File: src/rtl/increment_register_pkg.sv
// Shared constants and types for the increment_register event counters.
// Holds the default counter width and the matching counter-value type.
package increment_register_pkg;

    localparam int CNT_WIDTH_DEF = 20;

    typedef logic [CNT_WIDTH_DEF-1:0] cnt_t;

endpackage

File: src/rtl/event_counter.sv
// Single resettable wrap-around event counter.
// Ports: clk, reset (sync, active-low), en (count event), count (value).
module event_counter
    import increment_register_pkg::*;
#(
    parameter int WIDTH = CNT_WIDTH_DEF
) (
    input  logic             clk,
    input  logic             reset,
    input  logic             en,
    output logic [WIDTH-1:0] count
);

    // Reset wins over en; the add wraps naturally modulo 2^WIDTH.
    always_ff @(posedge clk) begin
        if (!reset) begin
            count <= '0;
        end else if (en) begin
            count <= count + WIDTH'(1);
        end
    end

endmodule

File: src/rtl/increment_register.sv
// Three independent read-only event counters (instruction, mem access,
// mem correction). Ports: clk, reset (sync, active-low), three *_Ex
// event inputs and three registered *_Reg count outputs.
module increment_register
    import increment_register_pkg::*;
#(
    parameter int CNT_WIDTH = CNT_WIDTH_DEF
) (
    input  logic                 clk,
    input  logic                 reset,
    input  logic                 Instruc_Count_Ex,
    input  logic                 MEM_Acc_Ex,
    input  logic                 MEM_Correct_Ex,
    output logic [CNT_WIDTH-1:0] Instruc_Reg,
    output logic [CNT_WIDTH-1:0] MEM_Acc_Reg,
    output logic [CNT_WIDTH-1:0] MEM_Correct_Reg
);

    event_counter #(.WIDTH(CNT_WIDTH)) u_instr (
        .clk   (clk),
        .reset (reset),
        .en    (Instruc_Count_Ex),
        .count (Instruc_Reg)
    );

    event_counter #(.WIDTH(CNT_WIDTH)) u_acc (
        .clk   (clk),
        .reset (reset),
        .en    (MEM_Acc_Ex),
        .count (MEM_Acc_Reg)
    );

    event_counter #(.WIDTH(CNT_WIDTH)) u_corr (
        .clk   (clk),
        .reset (reset),
        .en    (MEM_Correct_Ex),
        .count (MEM_Correct_Reg)
    );

endmodule

File: config.mk
export PLATFORM = sky130hd
export DESIGN_NAME = increment_register
export DESIGN_NICKNAME = d
export VERILOG_FILES = /design/src/rtl/increment_register_pkg.sv /design/src/rtl/event_counter.sv /design/src/rtl/increment_register.sv
export SDC_FILE = /design/constraint.sdc
export NUM_CORES = 1
export LEC_CHECK = 0
export ABC_AREA = 1
export CORE_MARGIN = 4
export CORE_UTILIZATION = 47
export DETAILED_ROUTE_END_ITERATION = 10
export MAX_ROUTING_LAYER = met4
export PLACE_DENSITY_LB_ADDON = 0.1
export SKIP_CTS_REPAIR_TIMING = 1
export SYNTH_ARGS = -nofsm -noshare
export SYNTH_HDL_FRONTEND = slang
export SYNTH_SLANG_ARGS = --single-unit
export TNS_END_PERCENT = 20
File: constraint.sdc
create_clock -name clk -period 1.21 [get_ports clk]
set_input_delay 0.242 -clock clk [delete_from_list [all_inputs] [get_ports clk]]
set_output_delay 0.242 -clock clk [all_outputs]
set_load 0.01 [all_outputs]
**Yosys cells after proc, flatten, opt, wreduce, memory -nomap -nowiden**

Cells that the tools add are included.

- Bits of input ports: 5
- Flip-flop bits (word level): 60
- Word-level logic and storage cells: 6
- Output and inout bits: 60

- $add $sub $neg: 3

Operators by type and width:

| cell | number |
|---|---|
| $add 20x1->20 const B | 3 |

**Depth between registers and ports, before layout**

- Depth in word-level cells: 1
- Depth in mapped cells: 8
- Depth with buffers taken out: 8

**Hierarchy**

Synthesis repeated with hierarchy kept, for this count alone.

- Cells, all modules: 471
- Area, all modules: 3220.6 µm²

By module, submodules not included:

| module | sequential area each (µm²) | area an instance (µm²) | instances | cells each |
|---|---|---|---|---|
| event_counter | 400.4 | 1073.5 | 3 | 157 |

**Worst setup path after synthesis**

Ideal clock, no wire load.

- Path kind: flip-flop to flip-flop
- Start point: register u_instr.count[0]
- End point: register u_instr.count[10]
- Required time: 1.095 ns
- Cell stages (with the launch flop): 9
- Library setup time: 0.115 ns
- Clock period less this slack: 1.283 ns
- Path buffers: 0
- Arrival: 1.168 ns
- Slack: -0.073 ns
- Cell sequence: dfxtp_1 -> ha_1 -> nand3_1 -> inv_2 -> nand2_4 -> nor2_4 -> nand3_1 -> nand2_1 -> nor2_1

- Word-level cells in the longest chain between the ends: 1

RTL lines:

| element | line | source |
|---|---|---|
| start: declaration | event_counter.sv:11 | `output logic [WIDTH-1:0] count` |
| start signal: assignment | event_counter.sv:19 | `count <= count + WIDTH'(1);` |
| $add 20x1->20 | event_counter.sv:19 |  |

No other way between the ends.
A chain may end at the register's enable or synchronous reset.

**Worst setup path after layout**

- Start point: register u_acc.count[4]
- End point: output port MEM_Acc_Reg[4]

RTL lines:

| element | line | source |
|---|---|---|
| start: declaration | event_counter.sv:11 |  |
| start signal: assignment | event_counter.sv:19 |  |
| end: declaration | increment_register.sv:15 | `output logic [CNT_WIDTH-1:0] MEM_Acc_Reg,` |

No word-level cell between the ends.

==> flow_metrics.py <==
metrics = {
    "timing": {
        "worstMarginPinSlew_ps": 430.8,
        "drv_slew": 0,
        "worst_slack_ps": -276.9,
        "hold_slack_ps": 362.3,
        "finClkSkew_ps": 9.129,
        "hold_viol_final": 0,
        "fmax_ghz": 0.6725,
        "rsz0062_at_grt": "true",
        "slew_headroom_pct": 71.25,
        "finalSetupViolCount": 9,
        "min_period_over_period_pct": 122.9,
        "finalCriticalPeriod_ps": 1487,
    },
    "routing": {
        "ant_nets": 0,
        "met2_length_mm": 4.249,
        "drt-met1-wl_mm": 3.662,
        "drc": 0,
        "firstDrtPassIters": 4,
        "wirelength_mm": 8.354,
        "avgRoutedWirePerCell_um": 11.92,
        "met3_length_um": 383,
        "highest_layer": "met4",
        "drt-vias-per-instance": 4.843,
        "drtIter0Drc": 121,
        "vias": 3395,
    },
    "global_routing": {
        "grt_usage_pct": 20.37,
        "grt-ovfl-total": 0,
        "grt_pass1_vias": 3132,
        "grt_pass1_wl_mm": 13.83,
        "antenna_found_initial": 0,
        "grt_max_degree": 18,
    },
    "die": {
        "core_um2": 6832,
        "die-height_um": 91.96,
        "rows": 30,
        "fp.dieW_um": 91.96,
        "dieArea_um2": 8457,
        "num_io_pins": 65,
        "start_util_pct": 48.50,
    },
    "placed_design": {
        "dp_hpwl_mm": 6.225,
        "portBuffers": 64,
        "pre_cts_ws_ps": -378.5,
        "place_inst": 685,
        "gp_congestion": 0.8379,
    },
    "critical_path": {
        "crit_family": "buffers and inverters",
        "arrival_ps": 1240,
        "start_kind": "flop",
        "crit_required_ps": 970,
        "critPathMaxFanout": 5,
        "path_cells": "clkdlybuf4s50_1",
        "path_class": "flop to primary output",
        "critPathBufInv": 1,
        "cp_slowest_stage_delay_ps": 550,
        "endpoint_kind": "primary output",
        "cp_slowest_cell": "clkdlybuf4s50_1",
    },
    "logic_synthesis": {
        "syn_nets": 487,
        "ys_warn_count": 0,
        "synth_top_area_share_pct": 36.25,
        "synth.area.top_cells": "dfxtp_1 36%, nand2_1 12%, nor2_1 10%",
        "avgSynthCellArea_um2": 6.917,
        "synth.distinct_cells": 27,
        "synth_area_leader_cell": "dfxtp_1",
        "syn_area_um2": 3313,
        "synthesis.instances": 479,
        "ys_ff_latch": 60,
        "seq_area_frac_synth_pct": 36.25,
    },
    "clock_tree": {
        "cts_tree": "built",
        "cts_root_buffer": "clkbuf_8",
        "cts_made_buffers": 9,
        "cts_num_sinks": 60,
        "cts.path.max_buffers": 2,
        "clk_pin_slew_ps": 60,
        "insertion_delay_ps": 330,
        "htree_levels": 3,
    },
    "layout": {
        "utilization_pct": 71.96,
        "layout_common_cells": "97 x nand2_1, 80 x nor2_1, 58 x dlymetal6s2s_1",
        "n_antenna_cell": 0,
        "final_cells": 701,
        "area_delta_synth_final_pct": 48.38,
        "drive_gt1_share_pct": 32.40,
        "fillCellCount": 572,
        "fin_nets": 608,
        "layout.cells.most_common": "nand2_1",
    },
    "pwr": {
        "internal-power_uw": 3019,
        "p_leak_uw": 0.003203,
        "power.clock.fraction_pct": 42.5,
        "p_per_area_nw_per_um2": 811.4,
        "total_power_uw": 3989,
        "power_frac_comb_pct": 7.0,
        "netSwitchingPower_uw": 969.8,
        "seqPwrFrac_pct": 50.5,
        "swShare_pct": 24.31,
        "vdd_drop_max_mv": 0.5633,
    },
    "min_path": {
        "hold_class": "primary input to flop",
    },
    "run": {
        "drv_cap": 0,
    },
    "run_status": {
        "status": "finished, violations left",
        "failed_checks": "negative setup slack",
    },
}
-- registers in the layout (all words and copies together) (netlist names) --
name / count
u_acc.count: 20
u_corr.count: 20
u_instr.count: 20
-- cell families after synthesis --
kind of cell / count (synthesis) / synth area share [%]
AOI/OAI and AO/OA: 56 / 9.025
DFF: 60 / 36.25
adders and majority gates: 3 / 1.133
buffers and inverters: 64 / 7.628
xor gates and xnor gates: 3 / 0.7932
and+or+nand+nor: 293 / 45.17
-- metrics by stage --
step / area, um2 / setup TNS, ps
floorplan: 3318 / -274.1
global placement: 4446 / -12860
detailed placement: 4446 / -14490
CTS: 4633 / -19940
global route: 4916 / -2317
finish: 4916 / -677.8
-- cells in the mapped netlist, drive strengths merged --
| cell | count |
|---|---|
| a21oi | 37 |
| and3 | 1 |
| buf | 7 |
| clkbuf | 2 |
| clkinv | 5 |
| dfxtp | 60 |
| ha | 3 |
| inv | 50 |
| nand2 | 119 |
| nand3 | 41 |
| nand4 | 7 |
| nor2 | 115 |
| nor3 | 10 |
| o21ai | 16 |
| o21bai | 3 |
| xor2 | 3 |
-- layout make-up --
class                      instances  area (um2)  share of cell area (%)
inverter                          55       206.4                   4.200
sequential                        60        1252                   25.48
clock inverter                     4       22.52                  0.4581
tap                               96       120.1                   2.443
clock buffer                      12       165.2                   3.360
timing repair buffer             119        1186                   24.13
multi-input combinational        355        1963                   39.93
-- routing by layer --
metal,GRT usage [%],vias up
met1,24.38,1556
li1,-,1761
met3,4.594,6
met5,-,-
met2,34.73,72
met4,5.198,0
-- power groups by stage --
stage	Sequential, uW	Clock (uW)	Combinational, uW
global route	2020	1840	307
finish	2020	1700	279
detailed placement	2060	0	275
global placement	2060	0	269
CTS	2010	1760	276
floorplan	2070	0	121
-- path summary, 6_finish.rpt --
check	to	depth (start not counted)	startpoint	slack, ps
setup / recovery	MEM_Acc_Reg[4]	1	u_acc.count[4]$_SDFFE_PN0P_	-280
hold / removal	u_corr.count[11]$_SDFFE_PN0P_	4	MEM_Correct_Ex	360
setup reg to reg	u_corr.count[16]$_SDFFE_PN0P_	8	u_corr.count[0]$_SDFFE_PN0P_	-90
hold reg to reg	u_instr.count[7]$_SDFFE_PN0P_	2	u_instr.count[7]$_SDFFE_PN0P_	470
(Power assumes the default switching activity.)
